[config.mk]
export PLATFORM = sky130hd
export DESIGN_NAME = pipe_accum_tree
export DESIGN_NICKNAME = d
export VERILOG_FILES = /design/src/rtl/pipe_accum_tree_pkg.sv /design/src/rtl/pipe_accum_tree_add_stage.sv /design/src/rtl/pipe_accum_tree.sv
export SDC_FILE = /design/constraint.sdc
export NUM_CORES = 1
export LEC_CHECK = 0
export BUFFER_PORTS_ARGS = -buffer_cell sky130_fd_sc_hd__buf_2
export CAP_MARGIN = 20
export CORE_ASPECT_RATIO = 1.2
export CORE_MARGIN = 2
export CORE_UTILIZATION = 54
export DETAILED_ROUTE_END_ITERATION = 10
export GPL_TIMING_DRIVEN = 0
export PLACE_DENSITY = 0.84
export RECOVER_POWER = 25
export SLEW_MARGIN = 30
export SYNTH_ARGS = -nofsm -noshare
export SYNTH_HDL_FRONTEND = slang
export SYNTH_SLANG_ARGS = --single-unit
[constraint.sdc]
create_clock -name clk -period 2.4 [get_ports clk]
set_clock_uncertainty 0.15 [all_clocks]
set_input_delay 0.12 -clock clk [delete_from_list [all_inputs] [get_ports clk]]
set_output_delay 0.12 -clock clk [all_outputs]
set_load 0.005 [all_outputs]
[src/rtl/pipe_accum_tree_pkg.sv]
// rtl/pipe_accum_tree_pkg.sv - width helpers and parameter legality checks for pipe_accum_tree
package pipe_accum_tree_pkg;

    // Ceiling log2; clog2(1) = 0.
    function automatic int clog2(input int v);
        int r;
        r = 0;
        while ((1 << r) < v) begin
            r++;
        end
        return r;
    endfunction

    // Accumulator width: sample width, plus tree growth, plus frame growth.
    function automatic int acc_width(input int w, input int nch, input int frame);
        return w + clog2(nch) + clog2(frame);
    endfunction

    function automatic bit nch_legal(input int nch);
        return (nch >= 2) && (nch <= 64) && ((nch & (nch - 1)) == 0);
    endfunction

    function automatic bit frame_legal(input int frame);
        return (frame >= 1) && (frame <= 1024);
    endfunction

    function automatic bit shift_legal(input int shift, input int accw);
        return (shift >= 0) && (shift < accw);
    endfunction

endpackage

[src/rtl/pipe_accum_tree_add_stage.sv]
// rtl/pipe_accum_tree_add_stage.sv - one registered pairwise-add level of the adder tree
module add_stage #(
    parameter int N_IN = 2,
    parameter int IW   = 8
) (
    input  logic                           clk,
    input  logic                           rst,
    input  logic                           clear,
    input  logic                           i_valid,
    input  logic [N_IN*IW-1:0]             i_data,
    output logic                           o_valid,
    output logic [(N_IN/2)*(IW+1)-1:0]     o_data
);

    localparam int N_OUT = N_IN / 2;
    localparam int OW    = IW + 1;

    logic [N_OUT*OW-1:0] w_pair_sum;
    logic [N_OUT*OW-1:0] r_data;
    logic                r_valid;

    // Adjacent lanes summed with one bit of growth so nothing is lost.
    always_comb begin
        w_pair_sum = '0;
        for (int k = 0; k < N_OUT; k++) begin
            w_pair_sum[k*OW +: OW] = OW'(i_data[(2*k)*IW +: IW]) + OW'(i_data[(2*k+1)*IW +: IW]);
        end
    end

    // Level register; data only moves with a valid sample, the valid bit is flushed by clear.
    always_ff @(posedge clk) begin
        if (rst) begin
            r_valid <= 1'b0;
            r_data  <= '0;
        end else if (clear) begin
            r_valid <= 1'b0;
        end else begin
            r_valid <= i_valid;
            if (i_valid) begin
                r_data <= w_pair_sum;
            end
        end
    end

    assign o_valid = r_valid;
    assign o_data  = r_data;

endmodule

[src/rtl/pipe_accum_tree.sv]
// rtl/pipe_accum_tree.sv - pipelined channel adder tree feeding a frame accumulator; PIPE_ACCUM_TREE_ROUND_EN selects round-half-up scaling
module pipe_accum_tree
    import pipe_accum_tree_pkg::*;
#(
    parameter int NCH   = 8,
    parameter int W     = 8,
    parameter int FRAME = 32,
    parameter int SHIFT = 8,
    parameter int OUT_W = 8
) (
    input  logic                                  clk,
    input  logic                                  rst,
    input  logic                                  clear,
    input  logic                                  in_valid,
    input  logic [NCH*W-1:0]                      in_data,
    output logic                                  out_valid,
    output logic [OUT_W-1:0]                      out_sum,
    output logic                                  out_sat,
    output logic [acc_width(W, NCH, FRAME)-1:0]   acc_sum
);

    localparam int L     = clog2(NCH);
    localparam int ACC_W = acc_width(W, NCH, FRAME);
    localparam int CNT_W = (clog2(FRAME) > 0) ? clog2(FRAME) : 1;
    localparam int SC_W  = ACC_W + 1;
    localparam logic [CNT_W-1:0] CNT_LAST = CNT_W'(FRAME - 1);

`ifdef PIPE_ACCUM_TREE_ROUND_EN
    localparam logic [SC_W-1:0] RND = (SHIFT == 0) ? '0 : (SC_W'(1) << ((SHIFT > 0) ? (SHIFT - 1) : 0));
`else
    localparam logic [SC_W-1:0] RND = '0;
`endif

    if (!nch_legal(NCH)) begin : g_bad_nch
        $error("pipe_accum_tree: NCH must be a power of two in 2..64");
    end
    if (!frame_legal(FRAME)) begin : g_bad_frame
        $error("pipe_accum_tree: FRAME must be in 1..1024");
    end
    if (!shift_legal(SHIFT, ACC_W)) begin : g_bad_shift
        $error("pipe_accum_tree: SHIFT must be in 0..ACC_W-1");
    end

    logic                r_in_valid;
    logic [NCH*W-1:0]    r_in_data;
    logic                w_tree_valid;
    logic [W+L-1:0]      w_tree_data;
    logic [ACC_W-1:0]    w_sum;
    logic [SC_W-1:0]     w_round;
    logic [SC_W-1:0]     w_scaled;
    logic                w_sat;
    logic [OUT_W-1:0]    w_out_sum;

    logic [ACC_W-1:0]    r_acc;
    logic [CNT_W-1:0]    r_cnt;
    logic                r_out_valid;
    logic [OUT_W-1:0]    r_out_sum;
    logic                r_out_sat;
    logic [ACC_W-1:0]    r_acc_sum;

    // Input capture stage; a sample arriving with clear is dropped.
    always_ff @(posedge clk) begin
        if (rst) begin
            r_in_valid <= 1'b0;
            r_in_data  <= '0;
        end else if (clear) begin
            r_in_valid <= 1'b0;
        end else begin
            r_in_valid <= in_valid;
            if (in_valid) begin
                r_in_data <= in_data;
            end
        end
    end

    for (genvar l = 0; l < L; l++) begin : g_lvl
        localparam int N_IN = NCH >> l;
        localparam int IW   = W + l;
        logic                       w_valid;
        logic [(N_IN/2)*(IW+1)-1:0] w_data;
        if (l == 0) begin : g_first
            add_stage #(.N_IN(N_IN), .IW(IW)) u_stage (
                .clk     (clk),
                .rst     (rst),
                .clear   (clear),
                .i_valid (r_in_valid),
                .i_data  (r_in_data),
                .o_valid (w_valid),
                .o_data  (w_data)
            );
        end else begin : g_next
            add_stage #(.N_IN(N_IN), .IW(IW)) u_stage (
                .clk     (clk),
                .rst     (rst),
                .clear   (clear),
                .i_valid (g_lvl[l-1].w_valid),
                .i_data  (g_lvl[l-1].w_data),
                .o_valid (w_valid),
                .o_data  (w_data)
            );
        end
    end

    assign w_tree_valid = g_lvl[L-1].w_valid;
    assign w_tree_data  = g_lvl[L-1].w_data;

    assign w_sum    = r_acc + ACC_W'(w_tree_data);
    assign w_round  = {1'b0, w_sum} + RND;
    assign w_scaled = w_round >> SHIFT;

    if (OUT_W < SC_W) begin : g_clip
        assign w_sat     = |w_scaled[SC_W-1:OUT_W];
        assign w_out_sum = w_sat ? '1 : w_scaled[OUT_W-1:0];
    end else begin : g_noclip
        assign w_sat     = 1'b0;
        assign w_out_sum = OUT_W'(w_scaled);
    end

    // Frame accumulator: adds each tree result, emits and restarts on the FRAME-th sample.
    always_ff @(posedge clk) begin
        if (rst) begin
            r_acc       <= '0;
            r_cnt       <= '0;
            r_out_valid <= 1'b0;
            r_out_sum   <= '0;
            r_out_sat   <= 1'b0;
            r_acc_sum   <= '0;
        end else if (clear) begin
            r_acc       <= '0;
            r_cnt       <= '0;
            r_out_valid <= 1'b0;
        end else begin
            r_out_valid <= 1'b0;
            if (w_tree_valid) begin
                if (r_cnt == CNT_LAST) begin
                    r_acc_sum   <= w_sum;
                    r_out_sum   <= w_out_sum;
                    r_out_sat   <= w_sat;
                    r_out_valid <= 1'b1;
                    r_acc       <= '0;
                    r_cnt       <= '0;
                end else begin
                    r_acc <= w_sum;
                    r_cnt <= r_cnt + CNT_W'(1);
                end
            end
        end
    end

    assign out_valid = r_out_valid;
    assign out_sum   = r_out_sum;
    assign out_sat   = r_out_sat;
    assign acc_sum   = r_acc_sum;

endmodule

==> results of run 1 <==
## flip-flops by register name, summed over array words and instances (netlist names)
name	count
r_in_data	64
g_lvl.g_first.u_stage.o_data	36
g_lvl.g_next.u_stage.o_data	31
r_acc	16
acc_sum	8
out_sum	8
r_cnt	5
g_lvl.g_next.u_stage.o_valid	2
g_lvl.g_first.u_stage.o_valid	1
out_valid	1
r_in_valid	1
## power groups by stage
stage / registers (mW) / clock network [mW] / logic, mW
after floorplan: 3.03 / 0 / 0.263
after global placement: 3.04 / 0 / 0.398
after detailed placement: 3.04 / 0 / 0.407
after CTS: 2.97 / 2.99 / 0.494
after global routing: 2.98 / 3.13 / 0.565
final: 2.98 / 2.98 / 0.517
## metrics by stage
| step | total power [mW] | setup TNS, ps | util, % | area [um^2] |
|---|---|---|---|---|
| after floorplan | 3.29 | 0 | - | 8930 |
| after global placement | 3.43 | 0 | 59.5 | 9650 |
| after detailed placement | 3.45 | -661 | 59.5 | 9650 |
| after CTS | 6.46 | 0 | 67.4 | 10900 |
| after global routing | 6.68 | -22.4 | 67.8 | 11000 |
| final | 6.48 | 0 | 67.8 | 11000 |
## cell usage in the layout, fill, tap and decap left out, types with 8 or more instances in the layout
cell,Yosys,final
xnor2_1,23,23
xor2_1,10,10
a21oi_1,141,138
nor2_1,77,77
dfxtp_1,173,171
buf_1,19,14
clkbuf_16,0,17
dlygate4sd3_1,0,64
o21ai_0,35,34
nand2_1,221,221
o21a_1,9,9
a211oi_1,22,22
inv_1,29,29
a31oi_1,11,11
nor2b_1,14,13
or4_1,11,11
ha_1,73,72
clkbuf_1,30,49
buf_2,8,84
nor3_1,14,14
clkbuf_4,0,8
a21o_1,16,16
nand3_1,23,23
## layout make-up
class	count	area [um^2]	share of cell area, %
clock buffer	21	470	4.28
multi-input combinational	826	5110	46.5
clock inverter	10	160	1.46
tap	212	265	2.41
sequential	173	3470	31.6
inverter	30	113	1.03
timing repair buffer	159	1110	10.1
buffer	66	294	2.68
## critical path, delay by kind of cell, from the launching register on
family | cells | cell delay (ps)
DFF | 1 | 340
AOI/OAI and AO/OA | 4 | 910
adders and majority gates | 2 | 580
and+or+nand+nor | 2 | 250
## cell families (layout without fill, tap and decap cells)
family,after synthesis,in the layout
AND/OR/NAND/NOR,414,414
AO/OA/AOI/OAI,294,294
flip-flops,173,173
buffers and inverters,97,286
adder cells (fa/ha/maj),81,81
XOR/XNOR,33,33
multiplexers,3,3
other,1,1
## worst max-delay path by stage
stage	start	end	slack (ps)	cells after the start
floorplan	r_acc[0]$_SDFFE_PP0P_	r_acc[14]$_SDFFE_PP0P_	160	8
global placement	rst	r_in_valid$_SDFF_PP0_	20	5
detailed placement	rst	acc_sum[4]$_SDFFE_PP0P_	-100	5
CTS	r_in_data[0]$_SDFFE_PP0P_	g_lvl[0].g_first.u_stage.o_data[6]$_SDFFE_PP0P_	6	8
global route	g_lvl[2].g_next.u_stage.o_data[0]$_SDFFE_PP0P_	r_acc[12]$_SDFFE_PP0P_	-20	8
finish	g_lvl[2].g_next.u_stage.o_data[0]$_SDFFE_PP0P_	r_acc[12]$_SDFFE_PP0P_	70	8
## repair_timing
| action | 4_1_cts | 5_1_grt |
|---|---|---|
| setup endpoints to repair | 4 | 16 |
| resized for setup | 3 | 15 |
| hold endpoints to repair | 64 | 0 |
| setup buffers | 0 | 4 |
| hold buffers | 64 | 0 |
| pin swaps | 1 | 10 |
## per-layer routing
metal,up-vias,wire length [um],track usage [%],part of all wire [%]
met5,-,0,0,0
met2,318,12900,52.9,52
li1,4179,-,-,-
met1,4033,9510,29.8,39
met4,0,986,14.8,4.0
met3,82,1270,4.70,5.1
==> out/results.tsv, run 1 <==
metric	value	unit
startpoint_type	register	
hp-start	in_valid	
fmax	429	MHz
fill_cells	1250	
synth_most_common_cell	nand2_1	
clock_latency	440	ps
seq_area_frac_synth	38.8	%
hpwl	16.5	mm
antenna_found_initial	0	
h-tree-depth	4	
min_to	r_in_data[2]$_SDFFE_PP0P_	
die-area	0.0176	mm^2
cts.sinks	173	
syn2layout_area_growth	23.0	%
rr_startpoint	g_lvl[2].g_next.u_stage.o_data[0]$_SDFFE_PP0P_	
first_pass_iters	5	
p_clk_share	46.1	%
portBuffers	91	
arrival	2500	ps
rows	51	
drv_cap	0	
worst-r2r-cell-count	8	
worst_slew_pin_slew	821	ps
overflow	0	
cts.path.max_buffers	2	
routed_wl	24.7	mm
io_pins	94	
syn-cell-area	0.00893	mm^2
clkTransAtPathRegs	60	ps
synth_ff_type	dfxtp_1	
reg2reg_slack	70	ps
drt_iter0_drc	593	
leakage	4.60	nW
hold_path_class	input pin to register	
synthAdderAreaFrac	12.0	%
combPwrFrac	8.0	%
grt_max_degree	17	
netlist_top_cells_count	221 x nand2_1, 173 x dfxtp_1, 141 x a21oi_1, 77 x nor2_1, 73 x ha_1	
p_int	4.98	mW
grt_usage	28.1	%
hold_viol	0	
worstPathMaxFanout	3	
crit_chain	ha_4 -> fa_2 -> a211oi_4 -> nor3_4 -> o21ai_2 -> a21boi_2 -> nor3b_2 -> o31a_1	
cts_tree	yes	
synth-compound-area-share	20.3	%
core_area	0.0162	mm^2
setup_viol	0	
initial_core_util	55.1	%
setup_slack	70.3	ps
power_density	590	mW/mm^2
path_class	register to register	
postSynthAreaPerCell	8.15	um^2
p_seq_share	46.0	%
grt_pass1_wl	38.9	mm
critical_path.slowest_cell	fa_2	
synth_area_leaders	dfxtp_1 39%, ha_1 10%, nand2_1 9.3%, a21oi_1 7.9%, nor2_1 3.2%	
die_h	145	um
wire_per_inst	16.5	um
vias	8612	
die_w	121	um
status	finished, final reports clean	
synthCells	1096	
power_switching	1.49	mW
slew-limit-headroom	45.3	%
synth-edff-count	0	
fin_nets	1422	
antennaDiodeCount	0	
synth_top_area_share	38.8	%
grt_pass1_vias	8409	
place_congestion	0.918	
drv_slew	0	
synth_top_area_cell	dfxtp_1	
cts_root_buf	clkbuf_16	
finalNonFillerCells	1497	
endpoint_kind	register	
detail-route-antenna-nets	0	
synthArstFlopShare	0	%
synth.mux.area_fraction	0.336	%
synth_top_family_by_area	simple AND/OR/NAND/NOR gates	
synth_xor_xnor_area_share	3.24	%
hold_ws	109	ps
ys_ff_latch	173	
timing.final.crit_period	2330	ps
dpl_worst_slack	-98.4	ps
yosysWarnings	0	
place_inst	1399	
vias_per_cell	5.75	
synth-simple-area-share	20.7	%
numCtsBuffers	17	
max_stage_delay	410	ps
cp_data_required_time	2570	ps
ir_drop	477	uV
switching_share	23.1	%
post-route-period-util	97.1	%
whs_path_depth	5	
drive_gt1_share	12.5	%
drcViolationCount	0	
synth_cell_type_count	70	
rsz0062_at_grt	yes	
syn_nets	1245	
worstReg2RegEnd	r_acc[12]$_SDFFE_PP0P_	
(Power assumes the default switching activity.)
==> run 2, diff against run 1 <==
PLACE_DENSITY = default   (was 0.84)
PLACE_DENSITY_LB_ADDON = 0.25   (was default)
==> out/results.tsv, run 2 (synthesized netlist as in run 1, its figures left out) <==
metric	value	unit
detail-route-antenna-nets	0	
fmax	432	MHz
crit_chain	ha_1 -> fa_1 -> a21o_1 -> a21oi_2 -> o21bai_1 -> a21oi_2 -> nor4_1 -> a221o_1	
drv_slew	0	
portBuffers	91	
antenna_found_initial	0	
antennaDiodeCount	0	
dpl_worst_slack	-67.3	ps
grt_pass1_wl	37.7	mm
final_common_cell	nand2_1	
regArea	0.00346	mm^2
path_class	register to register	
vias_per_cell	5.55	
cts.path.max_buffers	2	
place_congestion	0.934	
cts_tree	yes	
routed_wl	23.5	mm
fin_nets	1419	
tns	0	ps
rsz0062_at_grt	yes	
max_stage_delay	410	ps
drv_cap	0	
worst_slew_pin_slew	904	ps
hpwl	16.3	mm
hold_viol	0	
setup_slack	87.4	ps
die-area	0.0176	mm^2
drt_iter0_drc	420	
leakage	4.53	nW
clock_latency	430	ps
path_common_cell	a21oi_2	
endpoint_kind	register	
timing.final.crit_period	2310	ps
grt_pass1_vias	7877	
multi_input_area	0.00508	mm^2
h-tree-depth	4	
core_area	0.0162	mm^2
worstPathMaxFanout	3	
grt_max_degree	17	
initial_core_util	55.1	%
cp_data_required_time	2570	ps
syn2layout_area_growth	22.1	%
io_pins	94	
grt_usage	27.3	%
vias	8290	
rr_startpoint	r_in_data[8]$_SDFFE_PP0P_	
numCtsBuffers	17	
largest_register_ffs	64	
clkTransAtPathRegs	70	ps
setup_viol	0	
cts.sinks	173	
power_density	579	mW/mm^2
startpoint_type	register	
ir_drop	531	uV
critical_path.slowest_cell	fa_1	
drcViolationCount	0	
timing.critical_path.to	g_lvl[0].g_first.u_stage.o_data[6]$_SDFFE_PP0P_	
hold_path_class	input pin to register	
fill_cells	1338	
arrival	2480	ps
worst-r2r-cell-count	8	
rows	51	
regMostFlops	r_in_data	
overflow	0	
die_h	145	um
startpoint	r_in_data[8]$_SDFFE_PP0P_	
first_pass_iters	6	
slew-limit-headroom	39.7	%
post_cts_buffers	0	
worstReg2RegEnd	g_lvl[0].g_first.u_stage.o_data[6]$_SDFFE_PP0P_	
drive_gt1_share	12.2	%
final_cell_mix	221 x nand2_1, 172 x dfxtp_1, 138 x a21oi_1	
status	finished, final reports clean	
cts_root_buf	clkbuf_16	
die_w	121	um
wire_per_inst	15.7	um
post-route-period-util	96.4	%
reg2reg_slack	90	ps
## run 2: cell count changes in the layout (fill, tap and decap cells not counted), sizes merged
cell	delta
clkinv	-1
bufinv	-2
clkbuf	-1
inv	+4
buf	-4
clkinvlp	+2
## run 2: stage by stage
| stage | utilization (%) | cell area (um^2) | cells | power (mW) | hold slack (ps) |
|---|---|---|---|---|---|
| 2_1_floorplan | - | 8930 | 1096 | 3.29 | 106 |
| 3_3_place_gp | 59.5 | 9650 | 1399 | 3.44 | 211 |
| 3_5_place_dp | 59.5 | 9650 | 1399 | 3.45 | 215 |
| 4_1_cts | 67.3 | 10900 | 1495 | 6.31 | 72.0 |
| 5_1_grt | 67.3 | 10900 | 1495 | 6.53 | 111 |
| 6_report | 67.3 | 10900 | 1495 | 6.32 | 95.0 |
## run 2: worst max-delay path: cells and delay by family (launching register included)
kind	cells	cell delay (ps)
DFF	1	330
AOI/OAI and AO/OA	5	1030
adders and majority gates	2	610
and+or+nand+nor	1	80
## run 2: worst min path at each step
stage / slack (ps) / end / cells after the start / from
after global routing: 110 / r_in_valid$_SDFF_PP0_ / 4 / in_valid
after floorplan: 110 / r_in_data[0]$_SDFFE_PP0P_ / 2 / in_data[0]
after global placement: 210 / r_in_data[42]$_SDFFE_PP0P_ / 3 / in_data[42]
final: 100 / r_in_valid$_SDFF_PP0_ / 4 / in_valid
after detailed placement: 220 / r_in_data[16]$_SDFFE_PP0P_ / 3 / in_data[16]
after CTS: 70 / r_in_valid$_SDFF_PP0_ / 4 / in_valid
## run 2: per-layer routing
layer | share of wire, % | global-route usage (%) | routed length, um
met5 | 0 | 0 | 0
met4 | 4.1 | 12.6 | 961
met3 | 3.8 | 4.90 | 895
met2 | 51 | 50.1 | 12000
met1 | 41 | 30.5 | 9690
## run 2: power breakdown
part	switching, mW	internal [mW]
Combinational	0.283	0.230
Sequential	0.0419	2.93
Clock	1.22	1.61
## run 2: area by class of cell
| type | count | share of cell area [%] |
|---|---|---|
| Multi-Input combinational cell | 826 | 46.6 |
| Sequential cell | 173 | 31.8 |
| Timing Repair Buffer | 155 | 9.89 |
| Clock buffer | 19 | 4.15 |
| Buffer | 67 | 2.73 |
| Tap cell | 212 | 2.43 |
| Clock inverter | 13 | 1.39 |
| Inverter | 30 | 1.03 |
## run 2: timing repair
item,4_1_cts,5_1_grt
gates resized for setup,2,13
hold endpoints to repair,64,0
hold buffers,64,0
endpoints found under the setup margin,4,15
pin swaps,1,4
gates cloned,0,0
